[src/rtl/wb_register_file_pkg.sv]
// ============================================================================
// Module      : wb_register_file_pkg
// Description : Shared pipeline constants for the register file and its
//               read-port bypass logic.
// Revision    : 1.0 - initial release
// ============================================================================
`default_nettype none

package wb_register_file_pkg;

  // Register and data-path width
  localparam int DATA_W = 32;

  // Register address width
  localparam int ADDR_W = 5;

  // Number of architectural registers
  localparam int NUM_REGS = 1 << ADDR_W;

  // Hard-wired zero register index
  localparam int unsigned REG_ZERO = 0;

endpackage : wb_register_file_pkg

`default_nettype wire

[src/rtl/wb_register_file_read_bypass.sv]
// ============================================================================
// Module      : regfile_read_bypass
// Description : One read port's output selection. Register 0 is forced to
//               zero; a committing write to the addressed register is
//               forwarded in the same cycle; otherwise array data passes.
// Revision    : 1.0 - initial release
// ============================================================================
`default_nettype none

module regfile_read_bypass
  import wb_register_file_pkg::*;
#(
  parameter int DATA_W = 32,
  parameter int ADDR_W = 5
) (
  input  logic              i_bypass_en,
  input  logic [ADDR_W-1:0] i_wr_address,
  input  logic [DATA_W-1:0] i_wr_data,
  input  logic [ADDR_W-1:0] i_rd_address,
  input  logic [DATA_W-1:0] i_array_data,
  output logic [DATA_W-1:0] o_rd_data
);

  // Zero-forcing takes precedence, then write-through forwarding, then array.
  always_comb begin
    o_rd_data = i_array_data;
    if (i_rd_address == ADDR_W'(REG_ZERO)) begin
      o_rd_data = '0;
    end else if (i_bypass_en && (i_wr_address == i_rd_address)) begin
      o_rd_data = i_wr_data;
    end
  end

endmodule : regfile_read_bypass

`default_nettype wire

[src/rtl/wb_register_file.sv]
// ============================================================================
// Module      : wb_register_file
// Description : Two-read / one-write pipeline register file with write-through
//               bypass, last-write observation registers and a commit counter.
// Revision    : 1.0 - initial release
// ============================================================================
`default_nettype none

module wb_register_file
  import wb_register_file_pkg::*;
#(
  parameter int DATA_W = wb_register_file_pkg::DATA_W,
  parameter int ADDR_W = wb_register_file_pkg::ADDR_W
) (
  input  logic              clk,
  input  logic              rst,
  input  logic              wb_reg_write_ctrl,
  input  logic [ADDR_W-1:0] wb_reg_write_address,
  input  logic [DATA_W-1:0] wb_reg_write_data,
  input  logic [ADDR_W-1:0] rs_address,
  input  logic [ADDR_W-1:0] rt_address,
  output logic [DATA_W-1:0] rs_data,
  output logic [DATA_W-1:0] rt_data,
  output logic              last_wr_valid,
  output logic [ADDR_W-1:0] last_wr_address,
  output logic [DATA_W-1:0] last_wr_data,
  output logic [31:0]       wr_count
);

  localparam int c_NUM_REGS = 1 << ADDR_W;

  logic [DATA_W-1:0] r_regs [c_NUM_REGS];
  logic              r_last_wr_valid;
  logic [ADDR_W-1:0] r_last_wr_address;
  logic [DATA_W-1:0] r_last_wr_data;
  logic [31:0]       r_wr_count;

  logic              w_commit;
  logic              w_bypass_en;
  logic [DATA_W-1:0] w_rs_array;
  logic [DATA_W-1:0] w_rt_array;

  // Address test is gated by ctrl first so an unknown address with ctrl low
  // can never produce a commit.
  assign w_commit    = wb_reg_write_ctrl && (wb_reg_write_address != ADDR_W'(REG_ZERO));
  assign w_bypass_en = w_commit && !rst;

  assign w_rs_array = r_regs[rs_address];
  assign w_rt_array = r_regs[rt_address];

  // Register array: reset clears every entry and wins over a pending write.
  always_ff @(posedge clk) begin
    if (rst) begin
      for (int i = 0; i < c_NUM_REGS; i++) begin
        r_regs[i] <= '0;
      end
    end else if (w_commit) begin
      r_regs[wb_reg_write_address] <= wb_reg_write_data;
    end
  end

  // Last-write observation: valid pulses per commit, address/data hold.
  always_ff @(posedge clk) begin
    if (rst) begin
      r_last_wr_valid   <= 1'b0;
      r_last_wr_address <= '0;
      r_last_wr_data    <= '0;
    end else begin
      r_last_wr_valid <= w_commit;
      if (w_commit) begin
        r_last_wr_address <= wb_reg_write_address;
        r_last_wr_data    <= wb_reg_write_data;
      end
    end
  end

  // Committed-write counter, wraps naturally at 32 bits.
  always_ff @(posedge clk) begin
    if (rst) begin
      r_wr_count <= '0;
    end else if (w_commit) begin
      r_wr_count <= r_wr_count + 32'd1;
    end
  end

  regfile_read_bypass #(
    .DATA_W (DATA_W),
    .ADDR_W (ADDR_W)
  ) u_rs_bypass (
    .i_bypass_en  (w_bypass_en),
    .i_wr_address (wb_reg_write_address),
    .i_wr_data    (wb_reg_write_data),
    .i_rd_address (rs_address),
    .i_array_data (w_rs_array),
    .o_rd_data    (rs_data)
  );

  regfile_read_bypass #(
    .DATA_W (DATA_W),
    .ADDR_W (ADDR_W)
  ) u_rt_bypass (
    .i_bypass_en  (w_bypass_en),
    .i_wr_address (wb_reg_write_address),
    .i_wr_data    (wb_reg_write_data),
    .i_rd_address (rt_address),
    .i_array_data (w_rt_array),
    .o_rd_data    (rt_data)
  );

  assign last_wr_valid   = r_last_wr_valid;
  assign last_wr_address = r_last_wr_address;
  assign last_wr_data    = r_last_wr_data;
  assign wr_count        = r_wr_count;

endmodule : wb_register_file

`default_nettype wire

[config.mk]
export PLATFORM = sky130hd
export DESIGN_NAME = wb_register_file
export DESIGN_NICKNAME = d
export VERILOG_FILES = /design/src/rtl/wb_register_file_pkg.sv /design/src/rtl/wb_register_file_read_bypass.sv /design/src/rtl/wb_register_file.sv
export SDC_FILE = /design/constraint.sdc
export NUM_CORES = 2
export LEC_CHECK = 0
export CAP_MARGIN = 20
export CORE_ASPECT_RATIO = 0.6
export CORE_MARGIN = 1.5
export CORE_UTILIZATION = 30
export DETAILED_ROUTE_END_ITERATION = 7
export SYNTH_ARGS = -nofsm -noshare
export SYNTH_HDL_FRONTEND = slang
export SYNTH_SLANG_ARGS = --single-unit
[constraint.sdc]
create_clock -name clk -period 2.7 [get_ports clk]
set_input_delay 0.54 -clock clk [delete_from_list [all_inputs] [get_ports clk]]
set_output_delay 0.54 -clock clk [all_outputs]
set_load 0.02 [all_outputs]
==> results.cfg <==
[logic_synthesis]
syn-cell-area_mm2 = 0.0583
synthTopCellsByArea = edfxtp_1, mux4_2, and2_1
yosysTopAreaCell = edfxtp_1
synth.distinct_cells = 56
synth_top_area_share = 0.527
syn_area_per_cell_um2 = 13.6
synth-edff-count = 1024
synthFlopType = edfxtp_1
synthesis.instances = 4277
async_flop_share = 0
ys_seq_area_frac = 0.551
ys_seq_elements = 1094
yosysWarnings = 0

[die]
die_w_um = 572
die_height_um = 345
core_area_mm2 = 0.193
die_area_mm2 = 0.197
start_util = 0.302
io_pins = 184
num_rows = 125

[sta]
rsz0062_at_grt = yes
period_share = 1.18
hold_ws_ns = 0.354
period_needed_ns = 3.20
slew_headroom = 0.546
worst_slack_ns = -0.498
finClkSkew_ns = 0.0403
setup_viol = 64
drv_slew = 0
worst_pin_slew_ns = 0.682
hold_viol = 0
fin_setup_tns_ns = -20.07
fmax_mhz = 313

[clocking]
cts-root-buf = clkbuf_16
h-tree-depth = 3
clock_path_buffers = 3
postCtsHoldBufs = 0
cts_tree = built
cts_inserted_buffers = 104
cts_sinks = 1094
path_clk_slew_ns = 0.07
insertion_delay_ns = 0.75

[run_status]
violations = negative setup slack
run_status = complete, but fails checks

[worst_setup_path]
crit_chain = mux4_2, mux2i_2, buf_4, nand2_2, o211ai_1, a31oi_4, buf_12
crit_path_end_kind = output pin
r2r-start = wr_count[12]$_SDFFE_PP0P_
cp-start-kind = flip-flop
cpPeakStageDelay_ns = 0.49
r2r_slack_ns = 0.66
cp_slowest_cell = mux4_2
cp.depth = 7
cp_top_family = multiplexers
cp.required_ns = 2.16
crit_type = flip-flop to output pin
ff2ff_path_depth = 5
worstPathBufferInverterCount = 2
crit_path_start = r_regs[7][29]$_SDFFCE_PN0P_
crit_path_max_fanout = 2
cp.arrival_ns = 2.66

[placed_design]
portBuffers = 183
place_area_mm2 = 0.0680
hpwl_mm = 154
gp_congestion = 0.897

[final_layout]
fin_nets = 4916
layout-drive-gt1-share = 0.335
areaGrowthSynthToFinish_pct = 29.9
final_area_mm2 = 0.0758
fillers = 17901

[routing]
via_per_inst = 5.63
num_vias = 42592
drt-total-wl_mm = 229
first_pass_iters = 5
drc = 0
drt_iter0_drc = 5748
drtAntennaViolNets = 0
wl_per_cell_um = 30.2

[power]
p_per_area_mw_per_mm2 = 562
seq_power_share = 0.468
pwr-share-clk = 0.362
p_leak_nw = 27.1
p_sw_frac = 0.271
p_comb_frac = 0.170
p_int_w = 0.0311
p_switching_w = 0.0115
irDropWorstVdd_uv = 561

[global_route]
gr-total-overflow = 0
grt_pass1_wl_mm = 315
grt_pass1_vias = 40847
grt_max_degree = 112
antenna_found_initial = 9
grt.total_usage = 0.224

[min_path]
hp-start = rst
min_path_cells = 3
hold_class = input pin to flip-flop

[job]
drv_cap = 0
-- worst min-delay path: stages --
cell and delay [ns]:
buf_6 0.12, buf_4 0.24, a21oi_1 0.14
-- layer usage --
metal / GRT usage / up-vias / wire length [µm]
li1: - / 17422 / -
met1: 0.333 / 22036 / 98000
met2: 0.314 / 2820 / 93900
met3: 0.0682 / 308 / 30100
met4: 0.0607 / 6 / 6430
met5: 0 / - / 270
-- cell families after synthesis --
logic type                 synth area share
muxes                                 0.203
buffers and inverters                0.0384
and+or+nand+nor                       0.136
xor gates and xnor gates            0.00570
DFF                                   0.551
AOI/OAI and AO/OA                    0.0663
adders and majority gates          0.000214
other                             0.0000643
-- power groups by stage --
stage,Sequential (W),Clock [W],Combinational [W]
floorplan,0.0201,0,0.00311
global placement,0.0202,0,0.00620
detailed placement,0.0203,0,0.00623
CTS,0.0199,0.0156,0.00682
global route,0.0200,0.0162,0.00745
finish,0.0199,0.0154,0.00725
-- stage by stage --
step	util	instances	total power, W	setup slack, ns
6_report	0.392	7564	0.0426	-0.498
2_1_floorplan	-	4308	0.0232	0.0530
4_1_cts	0.384	7508	0.0423	-0.468
5_1_grt	0.392	7558	0.0436	-0.550
3_3_place_gp	0.352	7242	0.0264	-1.13
3_5_place_dp	0.352	7243	0.0265	-1.12
-- cells in the final DEF (no fill, tap or decap), types with 86 or more instances in the layout --
master           instances
clkbuf_16              113
mux2_2                  98
clkdlybuf4s50_1        102
edfxtp_1              1024
mux2i_1                338
and2_1                 994
buf_4                  457
buf_12                 187
buf_6                   86
mux4_2                 316
nand2_1                145
-- worst paths after layout --
check,end
worst max-delay path,rs_data[29]
worst min-delay path,last_wr_data[2]$_SDFFE_PP0P_
worst max register to register,wr_count[26]$_SDFFE_PP0P_
worst min register to register,last_wr_data[16]$_SDFFE_PP0P_
-- repair_timing --
action / CTS / global route
resized for setup: 429 / 216
gates cloned: 18 / 9
setup buffers: 55 / 50
pin swaps: 71 / 95
endpoints found under the setup margin: 64 / 64
-- final cells by class --
| type | instances | area, µm² | area share |
|---|---|---|---|
| Timing Repair Buffer | 899 | 10700 | 0.141 |
| Multi-Input combinational cell | 2757 | 26200 | 0.345 |
| Antenna cell | 6 | 15.0 | 0.000198 |
| Clock inverter | 65 | 691 | 0.00912 |
| Sequential cell | 1094 | 32200 | 0.424 |
| Clock buffer | 131 | 2760 | 0.0365 |
| Tap cell | 2603 | 3260 | 0.0430 |
| Inverter | 9 | 33.8 | 0.000446 |
-- flip-flops by register name (all words and copies together) (netlist names) --
name,cells
last_wr_address,5
last_wr_data,32
last_wr_valid,1
r_regs,1024
wr_count,32
-- cells in the mapped netlist, types with 70 or more instances --
library cell	count
a221oi_1	84
and2_1	994
buf_2	131
clkbuf_1	241
dfxtp_1	70
edfxtp_1	1024
mux2_2	99
mux2i_1	358
mux4_2	316
nand2_1	155
nor2_1	77
o21ai_0	98
(Power assumes the default switching activity.)
